`src/rtl/char_cell_tracker_pkg.sv`:
```
// Shared geometry for the character-cell tracker: zoom codes, tracking states,
// and elaboration-time helpers for grid sizes and field widths.
package char_grid_pkg;

    localparam logic [1:0] ZOOM_1X = 2'b00;
    localparam logic [1:0] ZOOM_2X = 2'b01;
    localparam logic [1:0] ZOOM_4X = 2'b10;

    typedef enum logic {
        UNSYNC = 1'b0,
        TRACK  = 1'b1
    } track_state_e;

    function automatic int grid_cells(input int screen, input int font, input int z);
        return screen / (font * z);
    endfunction

    function automatic int ci_width(input int sw, input int sh, input int fw, input int fh);
        return $clog2((sw / fw) * (sh / fh));
    endfunction

    function automatic int glyph_width(input int font);
        return (font > 1) ? $clog2(font) : 1;
    endfunction

    // Grid sizes for the default 640x480 screen with a 10x12 font
    localparam int NCW_1 = grid_cells(640, 10, 1);
    localparam int NCW_2 = grid_cells(640, 10, 2);
    localparam int NCW_4 = grid_cells(640, 10, 4);
    localparam int NCH_1 = grid_cells(480, 12, 1);
    localparam int NCH_2 = grid_cells(480, 12, 2);
    localparam int NCH_4 = grid_cells(480, 12, 4);

endpackage

```
`src/rtl/char_cell_tracker_axis_cell_counter.sv`:
```
// One raster axis: zoom sub-count -> glyph count -> cell count, saturating at the
// grid edge. Outputs show the post-update position so the parent can register it.
module axis_cell_counter
    import char_grid_pkg::*;
#(
    parameter int FONT = 10,
    parameter int NC1  = 64,
    parameter int NC2  = 32,
    parameter int NC4  = 16,
    localparam int GW  = glyph_width(FONT),
    localparam int CW  = $clog2(NC1 + 1)
) (
    input  logic          clk,
    input  logic          rst,
    input  logic          step_i,
    input  logic          clear_i,
    input  logic [1:0]    zoom_i,
    output logic [1:0]    sub_o,
    output logic [GW-1:0] glyph_o,
    output logic [CW-1:0] cell_o,
    output logic          sat_o,
    output logic          cell_inc_o
);

    logic [1:0]    sub_q, sub_d, sub_max;
    logic [GW-1:0] glyph_q, glyph_d;
    logic [CW-1:0] cell_q, cell_d, cell_lim;

    always_comb begin
        case (zoom_i)
            ZOOM_2X: begin sub_max = 2'd1; cell_lim = CW'(NC2); end
            ZOOM_4X: begin sub_max = 2'd3; cell_lim = CW'(NC4); end
            default: begin sub_max = 2'd0; cell_lim = CW'(NC1); end
        endcase
    end

    always_comb begin
        sub_d      = sub_q;
        glyph_d    = glyph_q;
        cell_d     = cell_q;
        cell_inc_o = 1'b0;
        if (clear_i) begin
            sub_d   = '0;
            glyph_d = '0;
            cell_d  = '0;
        end else if (step_i && (cell_q != cell_lim)) begin
            if (sub_q >= sub_max) begin
                sub_d = '0;
                if (glyph_q == GW'(FONT - 1)) begin
                    glyph_d    = '0;
                    cell_d     = cell_q + 1'b1;
                    cell_inc_o = 1'b1;
                end else begin
                    glyph_d = glyph_q + 1'b1;
                end
            end else begin
                sub_d = sub_q + 1'b1;
            end
        end
    end

    always_ff @(posedge clk) begin
        if (rst) begin
            sub_q   <= '0;
            glyph_q <= '0;
            cell_q  <= '0;
        end else begin
            sub_q   <= sub_d;
            glyph_q <= glyph_d;
            cell_q  <= cell_d;
        end
    end

    assign sub_o   = sub_d;
    assign glyph_o = glyph_d;
    assign cell_o  = cell_d;
    assign sat_o   = (cell_d == cell_lim);

endmodule

```
`src/rtl/char_cell_tracker.sv`:
```
// Raster-to-character-cell mapper with per-frame zoom (1x/2x/4x), 1-cycle latency.
// Define CHAR_CURSOR_EN to add the blinking cursor-hit output.
module char_cell_tracker
    import char_grid_pkg::*;
#(
    parameter int FONT_W   = 10,
    parameter int FONT_H   = 12,
    parameter int SCREEN_W = 640,
    parameter int SCREEN_H = 480,
    localparam int CIW = ci_width(SCREEN_W, SCREEN_H, FONT_W, FONT_H),
    localparam int GXW = glyph_width(FONT_W),
    localparam int GYW = glyph_width(FONT_H)
) (
    input  logic           clk,
    input  logic           rst,
    input  logic           px_valid,
    input  logic           sof,
    input  logic           sol,
    input  logic [1:0]     zoom,
`ifdef CHAR_CURSOR_EN
    input  logic [CIW-1:0] cursor_ci,
    input  logic           cursor_en,
    output logic           cursor_hit,
`endif
    output logic [CIW-1:0] ci,
    output logic [GXW-1:0] gx,
    output logic [GYW-1:0] gy,
    output logic           off_limits,
    output logic           out_valid
);

    localparam int NCW1 = grid_cells(SCREEN_W, FONT_W, 1);
    localparam int NCW2 = grid_cells(SCREEN_W, FONT_W, 2);
    localparam int NCW4 = grid_cells(SCREEN_W, FONT_W, 4);
    localparam int NCH1 = grid_cells(SCREEN_H, FONT_H, 1);
    localparam int NCH2 = grid_cells(SCREEN_H, FONT_H, 2);
    localparam int NCH4 = grid_cells(SCREEN_H, FONT_H, 4);
    localparam int XCW  = $clog2(NCW1 + 1);
    localparam int YCW  = $clog2(NCH1 + 1);

    track_state_e   state_q, state_d;
    logic [1:0]     zoom_q, zoom_d;
    logic           acc_sof, x_clear, x_step, y_step;
    logic [CIW-1:0] row_base_q, row_base_d, ncw_eff;
    logic [CIW-1:0] ci_q, ci_d;
    logic [GXW-1:0] gx_q, gx_d;
    logic [GYW-1:0] gy_q, gy_d;
    logic           off_q, off_d, vld_q;

    logic [1:0]     x_sub, y_sub;
    logic [GXW-1:0] x_glyph;
    logic [GYW-1:0] y_glyph;
    logic [XCW-1:0] x_cell;
    logic [YCW-1:0] y_cell;
    logic           x_sat, y_sat, x_inc, y_inc;
    logic           unused_counts;

    assign acc_sof = px_valid & sof;
    assign x_clear = px_valid & (sof | sol);
    assign x_step  = px_valid & ~sof & ~sol;
    assign y_step  = px_valid & sol & ~sof;

    // The sof pixel already uses the zoom it latches
    always_comb begin
        zoom_d = zoom_q;
        if (acc_sof)
            zoom_d = ((zoom == ZOOM_2X) || (zoom == ZOOM_4X)) ? zoom : ZOOM_1X;
    end

    always_comb begin
        case (zoom_d)
            ZOOM_2X: ncw_eff = CIW'(NCW2);
            ZOOM_4X: ncw_eff = CIW'(NCW4);
            default: ncw_eff = CIW'(NCW1);
        endcase
    end

    axis_cell_counter #(.FONT(FONT_W), .NC1(NCW1), .NC2(NCW2), .NC4(NCW4)) u_x (
        .clk(clk), .rst(rst), .step_i(x_step), .clear_i(x_clear), .zoom_i(zoom_d),
        .sub_o(x_sub), .glyph_o(x_glyph), .cell_o(x_cell), .sat_o(x_sat), .cell_inc_o(x_inc)
    );

    axis_cell_counter #(.FONT(FONT_H), .NC1(NCH1), .NC2(NCH2), .NC4(NCH4)) u_y (
        .clk(clk), .rst(rst), .step_i(y_step), .clear_i(acc_sof), .zoom_i(zoom_d),
        .sub_o(y_sub), .glyph_o(y_glyph), .cell_o(y_cell), .sat_o(y_sat), .cell_inc_o(y_inc)
    );

    assign unused_counts = ^{x_sub, y_sub, x_inc};

    always_comb begin
        row_base_d = row_base_q;
        if (acc_sof)
            row_base_d = '0;
        else if (y_inc && !y_sat)
            row_base_d = row_base_q + ncw_eff;
    end

    always_ff @(posedge clk) begin
        if (rst) state_q <= UNSYNC;
        else     state_q <= state_d;
    end

    always_comb begin
        state_d = state_q;
        if (state_q == UNSYNC && acc_sof)
            state_d = TRACK;
    end

    always_comb begin
        off_d = (state_d == UNSYNC) | x_sat | y_sat;
        ci_d  = '0;
        gx_d  = '0;
        gy_d  = '0;
        if (!off_d) begin
            ci_d = row_base_d + CIW'(x_cell);
            gx_d = x_glyph;
            gy_d = y_glyph;
        end
    end

    always_ff @(posedge clk) begin
        if (rst) begin
            vld_q      <= 1'b0;
            off_q      <= 1'b0;
            ci_q       <= '0;
            gx_q       <= '0;
            gy_q       <= '0;
            zoom_q     <= ZOOM_1X;
            row_base_q <= '0;
        end else begin
            vld_q      <= px_valid;
            zoom_q     <= zoom_d;
            row_base_q <= row_base_d;
            if (px_valid) begin
                off_q <= off_d;
                ci_q  <= ci_d;
                gx_q  <= gx_d;
                gy_q  <= gy_d;
            end
        end
    end

    assign ci         = ci_q;
    assign gx         = gx_q;
    assign gy         = gy_q;
    assign off_limits = off_q;
    assign out_valid  = vld_q;

`ifdef CHAR_CURSOR_EN
    logic [4:0] frame_q;
    logic       blink_q, hit_q, hit_d;

    always_ff @(posedge clk) begin
        if (rst) begin
            frame_q <= '0;
            blink_q <= 1'b1;
        end else if (acc_sof) begin
            frame_q <= frame_q + 5'd1;
            if (frame_q == '1)
                blink_q <= ~blink_q;
        end
    end

    assign hit_d = cursor_en & blink_q & ~off_d & (ci_d == cursor_ci) & (gy_d == GYW'(FONT_H - 1));

    always_ff @(posedge clk) begin
        if (rst)           hit_q <= 1'b0;
        else if (px_valid) hit_q <= hit_d;
    end

    assign cursor_hit = hit_q;
`endif

endmodule

```
`config.mk`:
```
export PLATFORM = sky130hd
export DESIGN_NAME = char_cell_tracker
export DESIGN_NICKNAME = d
export VERILOG_FILES = /design/src/rtl/char_cell_tracker_pkg.sv /design/src/rtl/char_cell_tracker_axis_cell_counter.sv /design/src/rtl/char_cell_tracker.sv
export SDC_FILE = /design/constraint.sdc
export NUM_CORES = 1
export LEC_CHECK = 0
export CORE_UTILIZATION = 40
export CTS_CLUSTER_DIAMETER = 100
export DETAILED_ROUTE_END_ITERATION = 6
export DONT_BUFFER_PORTS = 1
export MAX_ROUTING_LAYER = met4
export PLACE_DENSITY = 0.64
export SLEW_MARGIN = 0
export SYNTH_ARGS = -nofsm -noshare
export SYNTH_HDL_FRONTEND = slang
export SYNTH_HIERARCHICAL = 1
export SYNTH_SLANG_ARGS = --single-unit
```
`constraint.sdc`:
```
create_clock -name clk -period 10.6 [get_ports clk]
set_input_delay 2.12 -clock clk [delete_from_list [all_inputs] [get_ports clk]]
set_output_delay 2.12 -clock clk [all_outputs]
set_load 0.05 [all_outputs]
```
==> key figures <==
Synth
  – Avg Cell Area, Syn: between 8 and 9 µm²
  – Post-Syn Area: 0.00387 mm²
  – Cell count after synthesis: 470
  – Ys Warns: 6
  – Syn Nets: 503

GRT
  – Largest net degree at the start of global routing: 46
  – First-pass GRT wire length: 14000 µm
  – GRT overflow: 0
  – Total GRT Usage: 0.183
  – Number of global-route vias before repair: between 2000 and 3000
  – Initial antenna violation count: 0

Cells and area
  – Final net count: 494
  – Final Instance Area: 0.00416 mm²
  – Most frequent cells in the layout: nor2_1, dfxtp_1, a21oi_1
  – Layout cells sized above 1: 0.0773
  – Layout Utilization: 0.448
  – Diode count: 0
  – Synthesis-to-finish area growth: 7.57%
  – Most common cell after layout, fill and taps aside: nor2_1

Worst setup path
  – Worst Setup Path Type: input pin to flop
  – Register-to-Register Path Depth: 21
  – Crit-path max FO: 24
  – Worst Path Arrival: 7740 ps
  – Crit path max-delay cell type: a2111oi_2
  – Worst path max stage delay: roughly 640 ps
  – Setup crit start: px_valid
  – Critical path data required time: 10840 ps
  – CP endpoint kind: flop
  – Critical R2R Launch: zoom_q[1]
  – CP Launch Type: input pin
  – Worst-path cell chain: nand2_1, nor3b_1, a21oi_1, inv_1, inv_1, ha_1, inv_1, ha_1, nand2b_1, a21oi_1, nor4b_1, xnor2_1, or4_1, a2111oi_2, and2b_1, nand2_1, a21oi_1, ha_1, or3_1, o21bai_1, and2_1, a211oi_2, xnor2_1, a32o_1

Timing
  – Max_slew headroom: 0.386
  – Achievable frequency: 133 MHz
  – Final setup vio count: 0
  – Setup ws final: roughly 3100 ps
  – Final hold vios: 0
  – Setup_tns: 0 ps
  – Final worst path period share: 0.707
  – Skew final: ~11 ps
  – Tightest Pin Transition: 921 ps
  – Post-route worst hold slack: around 480 ps
  – Post-layout minimum cycle time: 7490 ps
  – Final Max Tran Viols: 0
  – RSZ-0062 raised after global routing: no

Die
  – Std-Cell Rows: 35
  – CORE AREA: 0.00928 mm²
  – Die W: 100 µm
  – Initial Util: 0.417
  – Io pins: 29
  – Die area: ~0.010 mm²
  – Die extent in y: 100 µm

Clocking
  – Clock transition at the registers of the reported paths: 70 ps
  – Postcts setup bufs: 0
  – Clock Latency Late Sink: 350 ps
  – CTS sink count: 62
  – Post-CTS sizing: 0
  – CTS tree: built
  – H-tree levels: 3
  – CTS root buffer: clkbuf_8
  – # hold bufs at CTS: 0
  – Clock Tree Buf Depth: 2
  – CTS Buf Count: 9

Place
  – GP Congestion: 0.842
  – Dpl ws: 2760 ps
  – DP Wirelength: slightly above 6000 µm
  – I/O Buffers: 0
  – Dpl cell area: between 0.003 and 0.004 mm²

Power
  – Leakage: 1.59 nW
  – PwrDens: 121 mW/mm²
  – Worst vdd ir: 0.0494 mV

Hold path
  – Classification of the worst-slack hold path: flop to flop
  – HP Start: state_q
  – Hold depth: 2

Outcome
  – Status: complete, no violations

Detailed routing
  – DR vias: 3149
  – # DRC: 0
  – Vias/cell: 5.29
  – First drt pass iteration count: 4
  – DR iter-0 viols: a little over 100
  – Routed length per instance: 14.0 µm
  – Final ANT Viol Nets: 0
  – Final WL: 8350 µm

Job
  – Max-Cap Viols: 0
metal layers:
layer  track usage  routed length, µm
met4        0.0635                132
met1         0.226               3980
met3        0.0481                344
met2         0.289               3900
met5             -                  0
registers in the layout, indices dropped and copies added, names as in the netlist:
name / cells
off_limits: 1
out_valid: 1
zoom_q: 2
ci: 12
u_x/sub_q: 2
row_base_q: 12
gy: 4
gx: 4
u_x/glyph_q: 4
state_q: 1
u_y/cell_q: 6
u_y/sub_q: 2
u_y/glyph_q: 4
u_x/cell_q: 7
final timing paths:
check	end	slack (ps)
worst max register to register	ci[8]	5150
worst min-delay path	state_q	480
worst min register to register	state_q	480
worst max-delay path	ci[8]	3110
report_power, final:
group	total (mW)	switching, mW	internal (mW)
Combinational	0.0338	0.0221	0.0117
Sequential	0.238	0.00331	0.234
Clock	0.231	0.0924	0.138
cell type report:
type	instances	area (µm²)
clock buffer	12	145
clock inverter	4	70.1
fill	959	5120
inverter	25	93.8
multi-input combinational	362	2440
sequential	62	1240
tap	129	161
timing repair buffer	1	7.51
per-stage QoR:
step	cells	power [mW]
final	595	0.502
after global routing	595	0.523
after CTS	595	0.508
after detailed placement	579	0.277
after global placement	579	0.276
after floorplan	470	0.273
critical path: cells and delay by family:
kind                       cells  cell delay [ps]
and+or+nand+nor                9             2620
AOI/OAI and AO/OA              7             1590
adders and majority gates      3              860
buffers and inverters          3              290
xor gates and xnor gates       2              240
No activity file was read; power rests on OpenSTA's default activity.
==> edit: new RTL, same settings <==
Add a define of `CHAR_CURSOR_EN`.
--- a/src/rtl/char_cell_tracker.sv
+++ b/src/rtl/char_cell_tracker.sv
@@ -1,5 +1,7 @@
 // Raster-to-character-cell mapper with per-frame zoom (1x/2x/4x), 1-cycle latency.
 // Define CHAR_CURSOR_EN to add the blinking cursor-hit output.
+`define CHAR_CURSOR_EN
+
 module char_cell_tracker
     import char_grid_pkg::*;
 #(
Interface: changed (added cursor_ci, cursor_en and cursor_hit); port bits go from 29 to 43. No check against the original RTL was run, so the function may have changed too.
==> edit against the unedited design <==
- power grew 23%
- setup slack got worse by 0.25 ns
- final area rose by 18%
- synthesized area increased by 18%
- sequential cell count increased by 7
- first-iteration DRC count grew 130%
- wire length increased by 33%
- global-route usage is 2.1 points higher
==> edit: results (changes against the unedited design) <==
status=completed; layout cell share with drive strength beyond 1=7.919% (+0.19 points); routability cong.=0.9228 (+9.6%); synthesized net count=605 (+20%); Inst Count DP=669 (+16%); minimum hold slack=0.4639 ns (-0.01927 ns); DP HPWL=8126 µm (+32%); DR iter-0 viols=237 (+130%); via count=3897 (+24%); worst slack, placed=2.561 ns (-0.2035 ns); met3 wire length=635 µm (+85%); flop2flop setup slack=4.73 ns (-0.42 ns); pin count of the biggest net entering global routing=54 (+17%); WL met1=4981 µm (+25%); clk root buf=clkbuf_16; placement-stage cell area=4614 µm² (+17%); Detailed Routing Iterations Pass 1=5 (+1); RR Endpoint=cursor_hit; first-pass GRT wire length=18080 µm (+29%); met2 GRT Util=31.13% (+2.2 points); all-layer global routing usage=20.39% (+2.1 points); fillcell total=1089 (+14%); hold path endpoint=frame_q[4]; CP arrival=8.02 ns (+0.28 ns); worst-case reg-to-reg path depth=23 (+9.5%); met3 Use GR=4.961% (+0.16 points); Max IR drop VDD=101.7 µV (+110%); Gate Count Post-Synth=557 (+19%); skew final=0.008591 ns (-0.002015 ns); final WL=11110 µm (+33%); routing usage on met1=25.60% (+3.0 points)
-- edit: cell type report --
type	instances	area, µm²	share of cell area [%]
Clock buffer	13	270.3	5.499
Clock inverter	1	30.03	0.6110
Inverter	23	86.33	1.757
Multi-Input combinational cell	436	2964	60.31
Sequential cell	69	1381	28.11
Tap cell	140	175.2	3.564
Timing Repair Buffer	1	7.507	0.1527
-- edit: how the worst max path moves through the flow --
stage	cells after the start	slack, ns	to	start
after global placement	26	2.84	cursor_hit	px_valid
after global routing	26	2.26	cursor_hit	px_valid
after CTS	25	2.92	cursor_hit	px_valid
after floorplan	28	3.02	cursor_hit	px_valid
final	26	2.86	cursor_hit	px_valid
after detailed placement	25	2.56	cursor_hit	px_valid
-- edit: power by group --
part           leakage, µW  total, µW  switching [µW]  internal (µW)
Combinational      0.00115       44.8            29.3           15.6
Sequential        0.000557        265            3.62            262
Clock             0.000148        306             107            199
